File: src/rtl/access_pkg.sv
// Shared encodings for the access-entry front end: FSM states, comparator request codes
// and comparator status codes.
package access_pkg;

  typedef enum logic [2:0] {
    IDLE,
    COLLECT,
    REQUEST,
    WAIT,
    GRANT,
    DENY,
    LOCKOUT
  } state_e;

  localparam logic [1:0] REQ_IDLE   = 2'b00;
  localparam logic [1:0] REQ_VERIFY = 2'b01;

  localparam logic [1:0] ST_NONE  = 2'b00;
  localparam logic [1:0] ST_GRANT = 2'b01;
  localparam logic [1:0] ST_DENY  = 2'b10;

endpackage

File: src/rtl/access_lock_timer.sv
// Loadable down-counter with enable and zero flag; stops at zero.
// Used for both the verify timeout and the lockout hold-off.
module access_lock_timer #(
  parameter int W = 10
) (
  input  logic         clk_i,
  input  logic         rst_i,
  input  logic         load_i,
  input  logic         en_i,
  input  logic [W-1:0] load_val_i,
  output logic         zero_o
);

  logic [W-1:0] count_q;

  always_ff @(posedge clk_i) begin
    if (rst_i) begin
      count_q <= '0;
    end else if (load_i) begin
      count_q <= load_val_i;
    end else if (en_i && (count_q != '0)) begin
      count_q <= count_q - W'(1);
    end
  end

  assign zero_o = (count_q == '0);

endmodule

File: src/rtl/access_entry_sequencer.sv
// Keypad-to-comparator sequencer: assembles the password, issues one verify request,
// resolves grant/deny/timeout and enforces a timed lockout after repeated failures.
module access_entry_sequencer
  import access_pkg::*;
#(
  parameter int DIGITS      = 4,
  parameter int DIGIT_W     = 4,
  parameter int TIMEOUT     = 16,
  parameter int MAX_FAIL    = 3,
  parameter int LOCK_CYCLES = 1000
) (
  input  logic                             clk,
  input  logic                             rst,
  input  logic [DIGIT_W-1:0]               digit_in,
  input  logic                             digit_valid,
  input  logic                             cancel,
  input  logic [1:0]                       ac_status,
  output logic [1:0]                       ac_request,
  output logic [DIGITS*DIGIT_W-1:0]        ac_data,
  output logic                             ac_data_load,
  output logic                             granted,
  output logic                             denied,
  output logic                             timed_out,
  output logic                             locked,
  output logic                             busy,
  output logic [$clog2(DIGITS+1)-1:0]      digit_count,
  output logic [$clog2(MAX_FAIL+1)-1:0]    fail_count
);

  localparam int DATA_W = DIGITS * DIGIT_W;
  localparam int DCNT_W = $clog2(DIGITS + 1);
  localparam int FCNT_W = $clog2(MAX_FAIL + 1);
  localparam int TMO_W  = $clog2(TIMEOUT + 1);
  localparam int LCK_W  = $clog2(LOCK_CYCLES + 1);

  state_e              state_q;
  logic [DATA_W-1:0]   buf_q;
  logic [DCNT_W-1:0]   dcnt_q;
  logic [FCNT_W-1:0]   fcnt_q;
  logic [1:0]          ac_request_q;
  logic                load_q, granted_q, denied_q, timed_out_q, locked_q, busy_q;

  logic                wait_load_d, wait_zero;
  logic                lock_load_d, lock_zero;
  logic [FCNT_W-1:0]   fail_next_d;
  logic                st_grant, st_deny;

  assign st_grant = (ac_status == ST_GRANT);
  assign st_deny  = ac_status[1];  // 11 is reserved and treated as deny

  assign fail_next_d = (fcnt_q == FCNT_W'(MAX_FAIL)) ? fcnt_q : fcnt_q + FCNT_W'(1);
  assign wait_load_d = (state_q == REQUEST);
  assign lock_load_d = (state_q == DENY) && (fail_next_d == FCNT_W'(MAX_FAIL));

  access_lock_timer #(.W(TMO_W)) u_wait_timer (
    .clk_i      (clk),
    .rst_i      (rst),
    .load_i     (wait_load_d),
    .en_i       (state_q == WAIT),
    .load_val_i (TMO_W'(TIMEOUT - 1)),
    .zero_o     (wait_zero)
  );

  access_lock_timer #(.W(LCK_W)) u_lock_timer (
    .clk_i      (clk),
    .rst_i      (rst),
    .load_i     (lock_load_d),
    .en_i       (state_q == LOCKOUT),
    .load_val_i (LCK_W'(LOCK_CYCLES - 1)),
    .zero_o     (lock_zero)
  );

  always_ff @(posedge clk) begin
    if (rst) begin
      state_q      <= IDLE;
      buf_q        <= '0;
      dcnt_q       <= '0;
      fcnt_q       <= '0;
      ac_request_q <= REQ_IDLE;
      load_q       <= 1'b0;
      granted_q    <= 1'b0;
      denied_q     <= 1'b0;
      timed_out_q  <= 1'b0;
      locked_q     <= 1'b0;
      busy_q       <= 1'b0;
    end else begin
      load_q      <= 1'b0;
      granted_q   <= 1'b0;
      denied_q    <= 1'b0;
      timed_out_q <= 1'b0;
      case (state_q)
        IDLE, COLLECT: begin
          if (cancel) begin
            buf_q   <= '0;
            dcnt_q  <= '0;
            state_q <= IDLE;
          end else if (digit_valid) begin
            buf_q  <= {buf_q[DATA_W-DIGIT_W-1:0], digit_in};
            dcnt_q <= dcnt_q + DCNT_W'(1);
            if (dcnt_q == DCNT_W'(DIGITS - 1)) begin
              state_q      <= REQUEST;
              load_q       <= 1'b1;
              ac_request_q <= REQ_VERIFY;
              busy_q       <= 1'b1;
            end else begin
              state_q <= COLLECT;
            end
          end
        end
        REQUEST: begin
          dcnt_q  <= '0;
          state_q <= WAIT;
        end
        WAIT: begin
          // A status on the last timeout cycle still wins over the timeout.
          if (st_grant) begin
            state_q      <= GRANT;
            granted_q    <= 1'b1;
            ac_request_q <= REQ_IDLE;
          end else if (st_deny || wait_zero) begin
            state_q      <= DENY;
            denied_q     <= 1'b1;
            timed_out_q  <= !st_deny;
            ac_request_q <= REQ_IDLE;
          end
        end
        GRANT: begin
          fcnt_q  <= '0;
          buf_q   <= '0;
          busy_q  <= 1'b0;
          state_q <= IDLE;
        end
        DENY: begin
          buf_q  <= '0;
          fcnt_q <= fail_next_d;
          busy_q <= 1'b0;
          if (lock_load_d) begin
            state_q  <= LOCKOUT;
            locked_q <= 1'b1;
          end else begin
            state_q <= IDLE;
          end
        end
        LOCKOUT: begin
          if (lock_zero) begin
            state_q  <= IDLE;
            locked_q <= 1'b0;
            fcnt_q   <= '0;
          end
        end
        default: state_q <= IDLE;
      endcase
    end
  end

  assign ac_request   = ac_request_q;
  assign ac_data      = buf_q;
  assign ac_data_load = load_q;
  assign granted      = granted_q;
  assign denied       = denied_q;
  assign timed_out    = timed_out_q;
  assign locked       = locked_q;
  assign busy         = busy_q;
  assign digit_count  = dcnt_q;
  assign fail_count   = fcnt_q;

endmodule

File: config.mk
export PLATFORM = sky130hd
export DESIGN_NAME = access_entry_sequencer
export DESIGN_NICKNAME = d
export VERILOG_FILES = /design/src/rtl/access_pkg.sv /design/src/rtl/access_lock_timer.sv /design/src/rtl/access_entry_sequencer.sv
export SDC_FILE = /design/constraint.sdc
export NUM_CORES = 1
export LEC_CHECK = 0
export BUFFER_PORTS_ARGS = -buffer_cell sky130_fd_sc_hd__buf_2
export CORE_MARGIN = 2
export CORE_UTILIZATION = 40
export DETAILED_ROUTE_END_ITERATION = 16
export MAX_ROUTING_LAYER = met4
export SYNTH_ARGS = -nofsm -noshare
export SYNTH_HDL_FRONTEND = slang
export SYNTH_SLANG_ARGS = --single-unit
File: constraint.sdc
create_clock -name clk -period 2.5 [get_ports clk]
set_input_delay 0.375 -clock clk [delete_from_list [all_inputs] [get_ports clk]]
set_output_delay 0.375 -clock clk [all_outputs]
set_load 0.01 [all_outputs]
* Word-level counts from Yosys, hierarchy flattened
Cells that the tools add are included.
Storage, ports and cells: register bits 47, input bits 10, output and inout port bits 29, logic and storage cells 109
Cells by class: $add $sub $neg 4, equality and inequality tests 17, multiplexer cells 37, bitwise gates (word level) 4, reduce and logical (&&, ||, !) cells 32
Operators with widths (number):
- 2-to-1 mux 16 bit | 2
- one-hot mux 16 bit (2 select lines) | 1
- 2-to-1 mux 3 bit | 8
- 2-to-1 mux 10 bit | 2
- 2-to-1 mux 2 bit | 8
- one-hot mux 3 bit (5 select lines) | 1
- nonzero test 2 bit | 6
- logical NOT 10 bit | 1
- inequality test 2 bit (second input constant) | 5
- nonzero test 10 bit | 1
- OR reduction 2 bit | 5
- subtractor 10 x 1 -> 10 bit (second input constant) | 1
- equality test 3 x 2 -> 1 bit (second input constant) | 3
- equality test 3 bit (second input constant) | 3
- 2-to-1 mux 1 bit | 8
- 2-to-1 mux 4 bit | 2
- OR reduction 4 bit | 2
- inequality test 3 bit (second input constant) | 2
- one-hot mux 2 bit (3 select lines) | 1
- one-hot mux 3 bit (2 select lines) | 1
- AND reduction 2 bit | 3
- AND reduction 3 bit | 2
- logical NOT 5 bit | 1
- AND reduction 5 bit | 1
- 17 further kinds | 24

* Logic depth before layout (Yosys ltp)
Gate-level depths: netlist of run 1.
depth after elaboration 6, mapped depth 7, gate-level depth less buffers 6

* Hierarchy
Synthesis of run 1 repeated with hierarchy kept, for this count alone.
Unflattened totals: cell total of the unflattened synthesis 273, area, all modules 2376.0 µm²
By module, submodules not included:
- access_entry_sequencer | times used 1, cells an instance 160, area an instance 1395.1 µm², sequential area each 620.6 µm²
- access_lock_timer at u_lock_timer | times used 1, cells an instance 76, area an instance 654.4 µm², sequential area each 200.2 µm²
- access_lock_timer at u_wait_timer | times used 1, cells an instance 37, area an instance 326.6 µm², sequential area each 100.1 µm²

* Least setup slack after synthesis of run 1
Ideal clock, no wire load.
path kind reg2reg, from register u_lock_timer.count_q[4], to register state_q[0], setup time 121 ps, arrival 1818 ps, data required time 2379 ps, path slack 561 ps, cell stages (with the launch flop) 5, buffers on the path 0, period minus slack after synthesis 1939 ps, cells stage by stage dfxtp_1 > nor4_1 > a31oi_1 > nor3_1 > mux2_2
Between the ends: longest elaborated chain between the ends 3
Ends and longest elaborated chain:
- start, declared | line access_lock_timer.sv:14 | logic [W-1:0] count_q;
- start signal, assigned | line access_lock_timer.sv:20 | count_q <= load_val_i;
- start signal, assigned | line access_lock_timer.sv:22 | count_q <= count_q - W'(1);
- logical NOT 10 bit | line access_lock_timer.sv:26 | assign zero_o = (count_q == '0);
- inequality test 2 bit (no source line)
- AND reduction 3 bit (no source line)
- end signal, assigned | line access_entry_sequencer.sv:75 | state_q <= IDLE;
- end signal, assigned | line access_entry_sequencer.sv:96 | state_q <= IDLE;
- end signal, assigned | line access_entry_sequencer.sv:101 | state_q <= REQUEST;
- end, declared | line access_entry_sequencer.sv:36 | state_e state_q;
No other way between the ends. A chain may end at the register's enable or synchronous reset.

* Worst setup path in the final report of run 1
from register state_q[1], to register buf_q[8] (netlist: ac_data[8])
Between the ends: longest elaborated chain between the ends 4, elaborated cells on any way between the ends 10, those cells by class eq/ne (4); mux (1); reduce/logical (5)
Ends and longest elaborated chain:
- equality test 3 x 1 -> 1 bit, or another cell as far along | line access_entry_sequencer.sv:91 | case (state_q)
- OR reduction 2 bit, on equally long branches
- inequality test 3 bit (no source line) / nonzero test 2 bit (equally long branches)
- AND reduction 2 bit (no source line)
- end signal, assigned | line access_entry_sequencer.sv:98 | buf_q <= {buf_q[DATA_W-DIGIT_W-1:0], digit_in};
- end, declared | line access_entry_sequencer.sv:37 | logic [DATA_W-1:0] buf_q;
Several ways; a longest one is shown, not always the timed one.

==> metrics.txt, run 1 <==
core box area=5042 sq um; RSZ-0062 raised after global routing=no; Adder-Cell Fraction of Synth Area=3.025%; post-CTS resize count=0; Routed WL=4564 um; CTS Hold Bufs=0; Synth top area share=44.53%; Ports=39; Yosys warnings=0; CTS Root Cell=clkbuf_8; crit path cell chain=nor2b_1 > nor2_1 > nand3_1 > a21oi_1; clock tree from TritonCTS=done; min Tclk post-route=2.039 ns; setup TNS=0 ns; PortBufs=37; Compound-Gate Fraction of Synth Area=13.55%; first-pass GRT wire length=7838 um; Initial DRT Pass Iterations=4; max-slew violations=0; vias in the first global route=1680; async set or reset register ratio after synthesis=0%; Clk pin slew, worst setup/hold paths=0.08 ns; Yosys reg bits=46; WHS=0.3118 ns; Max Clock Skew=0.007006 ns; Starting Density=41.02%; Post-DRT Antenna Nets=0; post-synth top area cell=dfxtp_1; R2R depth=4; largest net degree at the start of global routing=28; EDFF count, synth=0; Crit-path slowest cell=nor2_1; final hold vios=0; Cell Pwr Density=607.8 nW/um^2; CTS Buf Count=5; fillers=506; final setup vio count=0; Layout area overhead=19.30%; die height=75.91 um; Post-Syn Area=2068 sq um; Crit. End Element=flop; relative slew slack=29.43%; DR WL/cell=12.89 um; post-CTS setup buffers=0; Worst Max-Slew Pin Slew=1.055 ns; area of the multi-input gates=1060 sq um; Die ar.=5762 sq um; via count=1868; DRC viols=0; most instantiated cells after synthesis=46 x dfxtp_1, 29 x a21oi_1, 24 x nand3_1; Post-Synthesis Cells=248; Site Rows=26; Top Family by Delay on Critical Path=simple AND/OR/NAND/NOR gates; Worst Setup Path Type=reg2reg; Worst EP arrival=2.27 ns; outcome=finished, final reports clean; number of H-tree levels=2; Die Width=75.91 um; initial drt markers=73; worst ir drop on vdd=0.2989 mV; simple-gate share of the synthesized area=31.28%; Static Leak=0.0009798 uW; Post-Route Utilization=48.93%; Synth Net Count=263; Area contributors post-synth=dfxtp_1 45%, a21oi_1 7.0%, nand3_1 5.8%; n_diodes=0; GR Util All Layers=16.87%; Critical Path Start Type=flop; CTS Buffer Depth=2; count leader, synth=dfxtp_1; worst skew pair latency=0.30 ns; largest family of logic cells by synthesized area=simple AND/OR/NAND/NOR gates; CP Data Required Time=2.73 ns; Post-synth top flop=dfxtp_1; fmax=490.5 MHz; Non-Filler Instances=354; ratio of cells with drive above 1 in the final layout=20.07%; Critical Path Fanout Max=16; vias per inst=5.277; DP HPWL=3214 um; worst hold path class=in2reg; mux cell area share after synthesis=1.512%; Netlist cell types=40; Worst Path Buf+Inv=0; Seq. cell area=920.9 sq um; placed cell count=346; Net count, final=298; Max-Cap Viols=0; hold path depth=2; Crit path largest cell delay=0.83 ns; post-synthesis sequential area ratio=44.53%; Post-Synth XOR/XNOR Area=1.694%; grt total ovfl=0; clock sinks=46; Mapped Avg Cell Area=8.340 sq um; Crit path depth=4; initial antenna violation count=0; fin crit share=81.55%; RD Place Congestion=0.8057
-- flip-flops by register name, indices dropped and copies added, names as in the netlist, 2 cells and up --
signal,count
ac_data,16
digit_count,3
fail_count,2
state_q,3
u_lock_timer.count_q,10
u_wait_timer.count_q,5
-- area by class of cell --
type	count	area share, %
flip-flops and latches	46	37.32
repair buffers	43	9.331
inverters	7	1.065
multi-input cells	180	42.95
clock buffers	6	3.347
well taps	70	3.550
clock inverters	2	2.434
-- layout by cell type (no fill, tap or decap), drive strengths merged, types with 3 or more instances in the layout --
cell,count
inv,7
nor3,13
and3,3
a21oi,29
nand3b,4
buf,43
or4,3
a31oi,4
xor2,3
nand2,18
clkbuf,6
nor2,19
o21ai,7
nand4b,5
ha,5
a211oi,3
nand2b,5
nor2b,5
a311oi,3
nor4,7
nand3,24
dfxtp,46
-- cells by family after synthesis --
logic type      after synthesis
other cells                   1
buf+inv                      22
fa+ha+maj                     5
flops                        46
mux                           3
compound gates               49
simple gates                118
xor+xnor                      4
-- per-layer routing --
metal	vias to the layer above	routed length, um	part of all wire (%)	GRT usage [%]
met5	-	0	0	-
met4	0	48	1.1	5.091
met3	5	162	3.5	4.524
met2	27	2193	48	28.21
met1	868	2160	47	19.97
li1	968	-	-	-
-- worst paths after layout --
| check | start | to | slack (ns) |
|---|---|---|---|
| min reg2reg | ac_data[15]$_SDFFE_PP0P_ | ac_data[15]$_SDFFE_PP0P_ | 0.46 |
| min | ac_status[1] | granted$_SDFF_PP0_ | 0.31 |
| max | state_q[1]$_SDFFE_PP0P_ | ac_data[8]$_SDFFE_PP0P_ | 0.46 |
| max reg2reg | state_q[1]$_SDFFE_PP0P_ | ac_data[8]$_SDFFE_PP0P_ | 0.46 |
-- where the power goes --
group          switching, uW  internal, uW
Combinational           46.3          26.6
Clock                    252           426
Sequential              8.33           740
-- stage by stage --
step / instance area (sq um) / total power, uW / setup slack (ns)
2_1_floorplan: 2068 / 814.1 / 0.5609
6_report: 2467 / 1500 / 0.4613
5_1_grt: 2467 / 1555 / 0.2258
3_5_place_dp: 2325 / 839.2 / 0.4582
3_3_place_gp: 2325 / 838.7 / 0.5391
4_1_cts: 2467 / 1519 / 0.4405
(Power assumes the default switching activity.)
==> run 2: changes to the inputs <==
--- a/config.mk
+++ b/config.mk
@@ -5,6 +5,7 @@
 export SDC_FILE = /design/constraint.sdc
 export NUM_CORES = 1
 export LEC_CHECK = 0
+export ABC_AREA = 1
 export BUFFER_PORTS_ARGS = -buffer_cell sky130_fd_sc_hd__buf_2
 export CORE_MARGIN = 2
 export CORE_UTILIZATION = 40
==> constraint.sdc (replaced) <==
create_clock -name clk -period 1.9 [get_ports clk]
set_input_delay 0.285 -clock clk [delete_from_list [all_inputs] [get_ports clk]]
set_output_delay 0.285 -clock clk [all_outputs]
set_load 0.01 [all_outputs]
==> run 2 against run 1 <==
  * Core utilization shrank 0.19 points
  * Sequential share of layout area shrank 0.80 points
  * Clock-buffer cell count is the same
  * Power grew 24%
  * Synthesized cell count grew 24%
  * Largest power group unchanged
  * Highest routed layer unchanged
==> metrics.txt, run 2 <==
CTS Root Cell=clkbuf_8; Post-Synth XOR/XNOR Area=0.8032% (-0.89 points); DP HPWL=3477 um (+8.2%); Post-DRT Antenna Nets=0 (unchanged); Layout area overhead=15.61%; clock sinks=46 (unchanged); worst hold path class=in2reg; Worst Setup Path Type=reg2reg; Adder-Cell Fraction of Synth Area=2.869% (-0.16 points); async set or reset register ratio after synthesis=0% (unchanged); RD Place Congestion=0.8131 (+0.92%); Worst EP arrival=1.79 ns (-0.48 ns); crit path cell chain=inv_1 > ha_1 > nand2_1 > nor2_2 > nand2_2 > nand2_1 > o21ai_0 > nor2_1 > nor2_1; core box area=5172 sq um (+2.6%); Post-Syn Area=2181 sq um (+5.4%); Seq. cell area=920.9 sq um (unchanged); Synth top area share=42.23% (-2.3 points); first-pass GRT wire length=8079 um (+3.1%); Yosys reg bits=46 (unchanged); met3 Use GR=3.837% (-0.69 points); CTS Buffer Depth=2 (unchanged); EDFF count, synth=0 (unchanged); Area contributors post-synth=dfxtp_1 42%, nand2_1 10%, nand3_1 8.0%; DRC viols=0 (unchanged); Initial DRT Pass Iterations=4 (unchanged); Routed WL=4792 um (+5.0%); M2 GR Usage=26.38% (-1.8 points); FF-to-FF Start=u_lock_timer.count_q[0]$_SDFFE_PP0P_; Cell Pwr Density=739.8 nW/um^2 (+22%); largest family of logic cells by synthesized area=simple AND/OR/NAND/NOR gates; final setup vio count=0 (unchanged); via count=2008 (+7.5%); global route hottest layer=met2; Max-Cap Viols=0 (unchanged); GR Layer Usage met1=21.88% (+1.9 points); GR Util All Layers=16.94% (+0.074 points); CTS Hold Bufs=0 (unchanged); Crit. End Element=flop; post-synth top area cell=dfxtp_1; area of the multi-input gates=1071 sq um (+1.1%); Crit-path slowest cell=dfxtp_1; min Tclk post-route=1.615 ns (-0.4240 ns); post-CTS resize count=0 (unchanged); R2R depth=9 (+5); Synth Net Count=323 (+23%); Netlist cell types=29 (-28%); vias per inst=4.827 (-8.5%); min-delay src=ac_status[0]; Critical Path Fanout Max=7 (-9); placed cell area=2411 sq um (+3.7%); placed cell count=408 (+18%); Mapped Avg Cell Area=7.081 sq um (-15%); Max Clock Skew=0.006071 ns (-0.0009343 ns); Clk pin slew, worst setup/hold paths=0.09 ns (about the same); post-synthesis sequential area ratio=42.23% (-2.3 points); Crit path largest cell delay=0.31 ns (-0.52 ns); DR WL/cell=11.52 um (-11%); Static Leak=0.001210 uW (+24%); count leader, synth=nand2_1; CTS Buf Count=5 (unchanged); ratio of cells with drive above 1 in the final layout=18.50% (-1.6 points); number of H-tree levels=2 (unchanged); setup TNS=0 ns (unchanged); clock tree from TritonCTS=done; largest net degree at the start of global routing=32 (+14%); grt total ovfl=0 (unchanged); worst ir drop on vdd=0.3704 mV (+24%); Critical Path Start Type=flop; most instantiated cells after synthesis=61 x nand2_1, 46 x dfxtp_1, 43 x nor2_1; initial antenna violation count=0 (unchanged); Ports=39 (unchanged); fmax=619.3 MHz (+26%); post-CTS setup buffers=0 (unchanged); Die ar.=6059 sq um (+5.2%); Die Width=77.84 um (+2.5%); worst hold endpoint=granted$_SDFF_PP0_; mux cell area share after synthesis=0% (-1.5 points); CP Data Required Time=2.08 ns (-0.65 ns); commonest non-fill, non-tap cell in the layout=nand2_1; n_diodes=0 (unchanged); most frequent cells in the layout=61 x nand2_1, 46 x dfxtp_1, 43 x nor2_1, 37 x buf_2, 35 x nand3_1; Site Rows=26 (unchanged); final instance area=2521 sq um (+2.2%); simple-gate share of the synthesized area=33.62% (+2.3 points); final hold vios=0 (unchanged); Yosys warnings=0 (unchanged); fin crit share=84.98% (+3.4 points); Starting Density=42.16% (+1.1 points); max reg flops=16 (unchanged); worst skew pair latency=0.30 ns (about the same); initial drt markers=113 (+55%); hold path depth=3 (+1); R2R Path End=u_lock_timer.count_q[0]$_SDFFE_PP0P_; RSZ-0062 raised after global routing=no; vias in the first global route=1808 (+7.6%); Post-synth top flop=dfxtp_1; fillers=531 (+4.9%); Post-Synthesis Cells=308 (+24%); Compound-Gate Fraction of Synth Area=11.65% (-1.9 points); outcome=finished, final reports clean; die height=77.84 um (+2.5%); PortBufs=37 (unchanged); Non-Filler Instances=416 (+18%); reg2reg setup slack=0.29 ns (-0.18 ns); max-slew violations=0 (unchanged); Net count, final=360 (+21%)
run 2: changes by cell type in the layout (fill, tap and decap cells not counted), moves of 5 or more:
cell	delta
nand2_1	+43
inv_1	+24
nor2_1	+24
nand3_1	+11
nor3_1	-10
nor4_1	-7
a21oi_1	+5
nand2_2	+5
nand2b_1	-5
nand4b_1	-5
nor2b_1	-5
run 2: report_power, final:
part / switching (uW) / internal, uW
logic: 92.8 / 46.3
clock network: 338 / 393
registers: 14.9 / 980
total: 446 / 1420
run 2: logic make-up after synthesis:
group | count (synthesis)
AO/OA/AOI/OAI | 49
XOR/XNOR | 2
adder cells (fa/ha/maj) | 5
buffers and inverters | 44
flip-flops | 46
other | 1
AND/OR/NAND/NOR | 161
run 2: layout make-up:
type	instances	share of cell area [%]
Multi-Input combinational cell	218	42.48
Sequential cell	46	36.53
Timing Repair Buffer	39	7.940
Inverter	35	5.211
Tap cell	70	3.474
Clock buffer	6	2.878
Clock inverter	2	1.489
run 2: stage by stage:
stage	hold slack [ns]	worst slack, ns	total power (uW)	utilization [%]
2_1_floorplan	0.4332	0.5382	1114	-
3_3_place_gp	0.4501	0.2714	1156	46.61
3_5_place_dp	0.4546	0.2988	1158	46.61
4_1_cts	0.2320	0.2766	1886	48.74
5_1_grt	0.2478	0.04423	1944	48.74
6_report	0.2467	0.2853	1865	48.74
run 2: worst max-delay path by stage:
stage                                              start                                   end  slack, ns  depth (start not counted)
floorplan           u_lock_timer.count_q[0]$_SDFFE_PP0P_               state_q[1]$_SDFFE_PP0P_       0.54                          9
global placement    u_lock_timer.count_q[0]$_SDFFE_PP0P_  u_lock_timer.count_q[0]$_SDFFE_PP0P_       0.27                          9
detailed placement  u_lock_timer.count_q[0]$_SDFFE_PP0P_  u_lock_timer.count_q[0]$_SDFFE_PP0P_       0.30                          9
CTS                 u_lock_timer.count_q[0]$_SDFFE_PP0P_  u_lock_timer.count_q[0]$_SDFFE_PP0P_       0.28                          9
global route        u_lock_timer.count_q[0]$_SDFFE_PP0P_  u_lock_timer.count_q[0]$_SDFFE_PP0P_       0.04                          9
finish              u_lock_timer.count_q[0]$_SDFFE_PP0P_  u_lock_timer.count_q[0]$_SDFFE_PP0P_       0.29                          9
run 2: critical path, delay by kind of cell (launching register included):
family	cells	cell delay (ns)
DFF	1	0.31
and+or+nand+nor	6	0.77
AOI/OAI and AO/OA	1	0.10
adders and majority gates	1	0.21
buffers and inverters	1	0.11
run 2: per-layer routing:
metal	share of wire, %	wire length, um	vias up
met1	50	2384	902
li1	-	-	1068
met2	46	2186	32
met3	3.3	158	6
met5	0	0	-
met4	1.3	62	0
==> run 3: changes to the inputs <==
==> constraint.sdc (replaced) <==
create_clock -name clk -period 1.4 [get_ports clk]
set_input_delay 0.21 -clock clk [delete_from_list [all_inputs] [get_ports clk]]
set_output_delay 0.21 -clock clk [all_outputs]
set_load 0.01 [all_outputs]
==> run 3 against run 2 <==
  * Sequential power up 36%
  * Clock-buffer cell count down 1
  * Critical path depth up 2
  * Wire length up 15%
  * Sequential cell count unchanged
  * Clock skew up 0.0039 ns
  * Core utilization up 10 points
  * Clock power up 17%
  * Worst setup slack worse by 0.26 ns
  * Critical path type unchanged
  * Critical endpoint is now state_q[2]$_SDFFE_PP0P_
==> metrics.txt, run 3 (same netlist as run 2, synthesis figures left out) <==
PortBufs=37 (unchanged); Worst Setup Path Type=reg2reg; max reg flops=16 (unchanged); Die Width=77.84 um (unchanged); RD Place Congestion=0.8157 (+0.32%); DP HPWL=3705 um (+6.6%); final setup vio count=0 (unchanged); Die ar.=6059 sq um (unchanged); Initial DRT Pass Iterations=4 (unchanged); Routed WL=5497 um (+15%); vias in the first global route=2007 (+11%); CTS Root Cell=clkbuf_8; Crit-path slowest cell=dfxtp_2; largest net degree at the start of global routing=32 (unchanged); setup ws final=0.02639 ns (-0.2589 ns); fmax=728.0 MHz (+18%); Max-Cap Viols=0 (unchanged); setup TNS=0 ns (unchanged); first-pass GRT wire length=8714 um (+7.9%); worst ir drop on vdd=0.5372 mV (+45%); CP Data Required Time=1.61 ns (-0.47 ns); outcome=finished, final reports clean; initial antenna violation count=0 (unchanged); Critical Path Fanout Max=3 (-4); cell mode on critical path=inv_2; vias per inst=4.819 (-0.16%); ratio of cells with drive above 1 in the final layout=38.02% (+20 points); Post-DRT Antenna Nets=0 (unchanged); clock tree from TritonCTS=done; Max Clock Skew=0.009985 ns (+0.003914 ns); Worst EP arrival=1.58 ns (-0.21 ns); DRC viols=0 (unchanged); number of H-tree levels=2 (unchanged); worst hold path class=in2reg; core box area=5172 sq um (unchanged); placed cell area=2649 sq um (+9.9%); max-slew violations=0 (unchanged); Site Rows=26 (unchanged); DR WL/cell=12.11 um (+5.1%); final hold vios=0 (unchanged); Net count, final=398 (+11%); CTS Buf Count=5 (unchanged); min Tclk post-route=1.374 ns (-0.2411 ns); Post-Route Utilization=58.95% (+10 points); Layout area overhead=39.82%; CTS Buffer Depth=2 (unchanged); Clk pin slew, worst setup/hold paths=0.09 ns (about the same); clock sinks=46 (unchanged); Critical Path Start Type=flop; pre-CTS setup slack=-0.04758 ns (-0.3464 ns); GR Util All Layers=18.28% (+1.3 points); Cell Pwr Density=805.0 nW/um^2 (+8.8%); Crit. End Element=flop; worst skew pair latency=0.30 ns (about the same); commonest non-fill, non-tap cell in the layout=nand2_1; crit path cell chain=inv_2 > ha_4 > inv_2 > nor2_2 > nand2_2 > nand3_4 > nand2_4 > nor2_4 > nand3_2 > nand2_2 > inv_2; via count=2188 (+9.0%); initial drt markers=96 (-15%); die height=77.84 um (unchanged); Crit path largest cell delay=0.34 ns (+0.03 ns); RSZ-0062 raised after global routing=yes; n_diodes=0 (unchanged); most frequent cells in the layout=54 x nand2_1, 39 x dfxtp_1, 37 x buf_2, 37 x buf_4, 33 x a21oi_1; fin crit share=98.11% (+13 points); Static Leak=0.001471 uW (+22%); grt total ovfl=0 (unchanged); final instance area=3049 sq um (+21%); Ports=39 (unchanged); Starting Density=42.16% (unchanged); fillers=486 (-8.5%)
## run 3: where the power goes
| group | internal, uW | leakage (uW) | switching (uW) | total [uW] |
|---|---|---|---|---|
| sequential | 1330 | 0.000375 | 21.6 | 1350 |
| combinational | 96.6 | 0.00105 | 151 | 248 |
| clock | 361 | 0.0000447 | 493 | 855 |
## run 3: worst paths after layout
check,cells past startpoint,start,slack (ns),end
hold reg to reg,2,ac_data[15]$_SDFFE_PP0P_,0.46,ac_data[15]$_SDFFE_PP0P_
setup reg to reg,11,u_wait_timer.count_q[1]$_SDFFE_PP0P_,0.03,state_q[2]$_SDFFE_PP0P_
hold / removal,3,digit_in[3],0.17,ac_data[3]$_SDFFE_PP0P_
setup / recovery,11,u_wait_timer.count_q[1]$_SDFFE_PP0P_,0.03,state_q[2]$_SDFFE_PP0P_
## run 3: stage by stage
stage,hold WS (ns),power [uW],cells
final,0.1710,2455,454
after global routing,0.1769,2571,454
after CTS,0.1624,2454,446
after detailed placement,0.4515,1597,438
after global placement,0.4480,1595,438
after floorplan,0.3582,1511,308
## run 3: area by class of cell
| class | instances | area [sq um] | share of cell area, % |
|---|---|---|---|
| Sequential cell | 46 | 932.1 | 30.57 |
| Multi-Input combinational cell | 218 | 1295 | 42.47 |
| Clock inverter | 3 | 25.02 | 0.8207 |
| Inverter | 35 | 135.1 | 4.432 |
| Tap cell | 70 | 87.58 | 2.872 |
| Clock buffer | 5 | 68.82 | 2.257 |
| Timing Repair Buffer | 77 | 505.5 | 16.58 |
## run 3: metal layers
| metal | share of wire (%) | global-route usage [%] |
|---|---|---|
| met1 | 45 | 22.62 |
| met4 | 0.89 | 4.821 |
| met3 | 3.0 | 3.488 |
| met5 | 0 | - |
| met2 | 51 | 30.60 |
## run 3: critical path: cells and delay by family (launching register included)
kind / cells / cell delay (ns)
AND/OR/NAND/NOR: 7 / 0.68
flip-flops: 1 / 0.34
buffers and inverters: 3 / 0.13
adder cells (fa/ha/maj): 1 / 0.13
## run 3: what timing repair did
action | CTS | global route
hold buffers | 0 | 0
endpoints found under the setup margin | 13 | 36
setup buffers | 0 | 8
gates resized for setup | 11 | 62
endpoints found under the hold margin | 0 | 0
pin swaps | 0 | 23
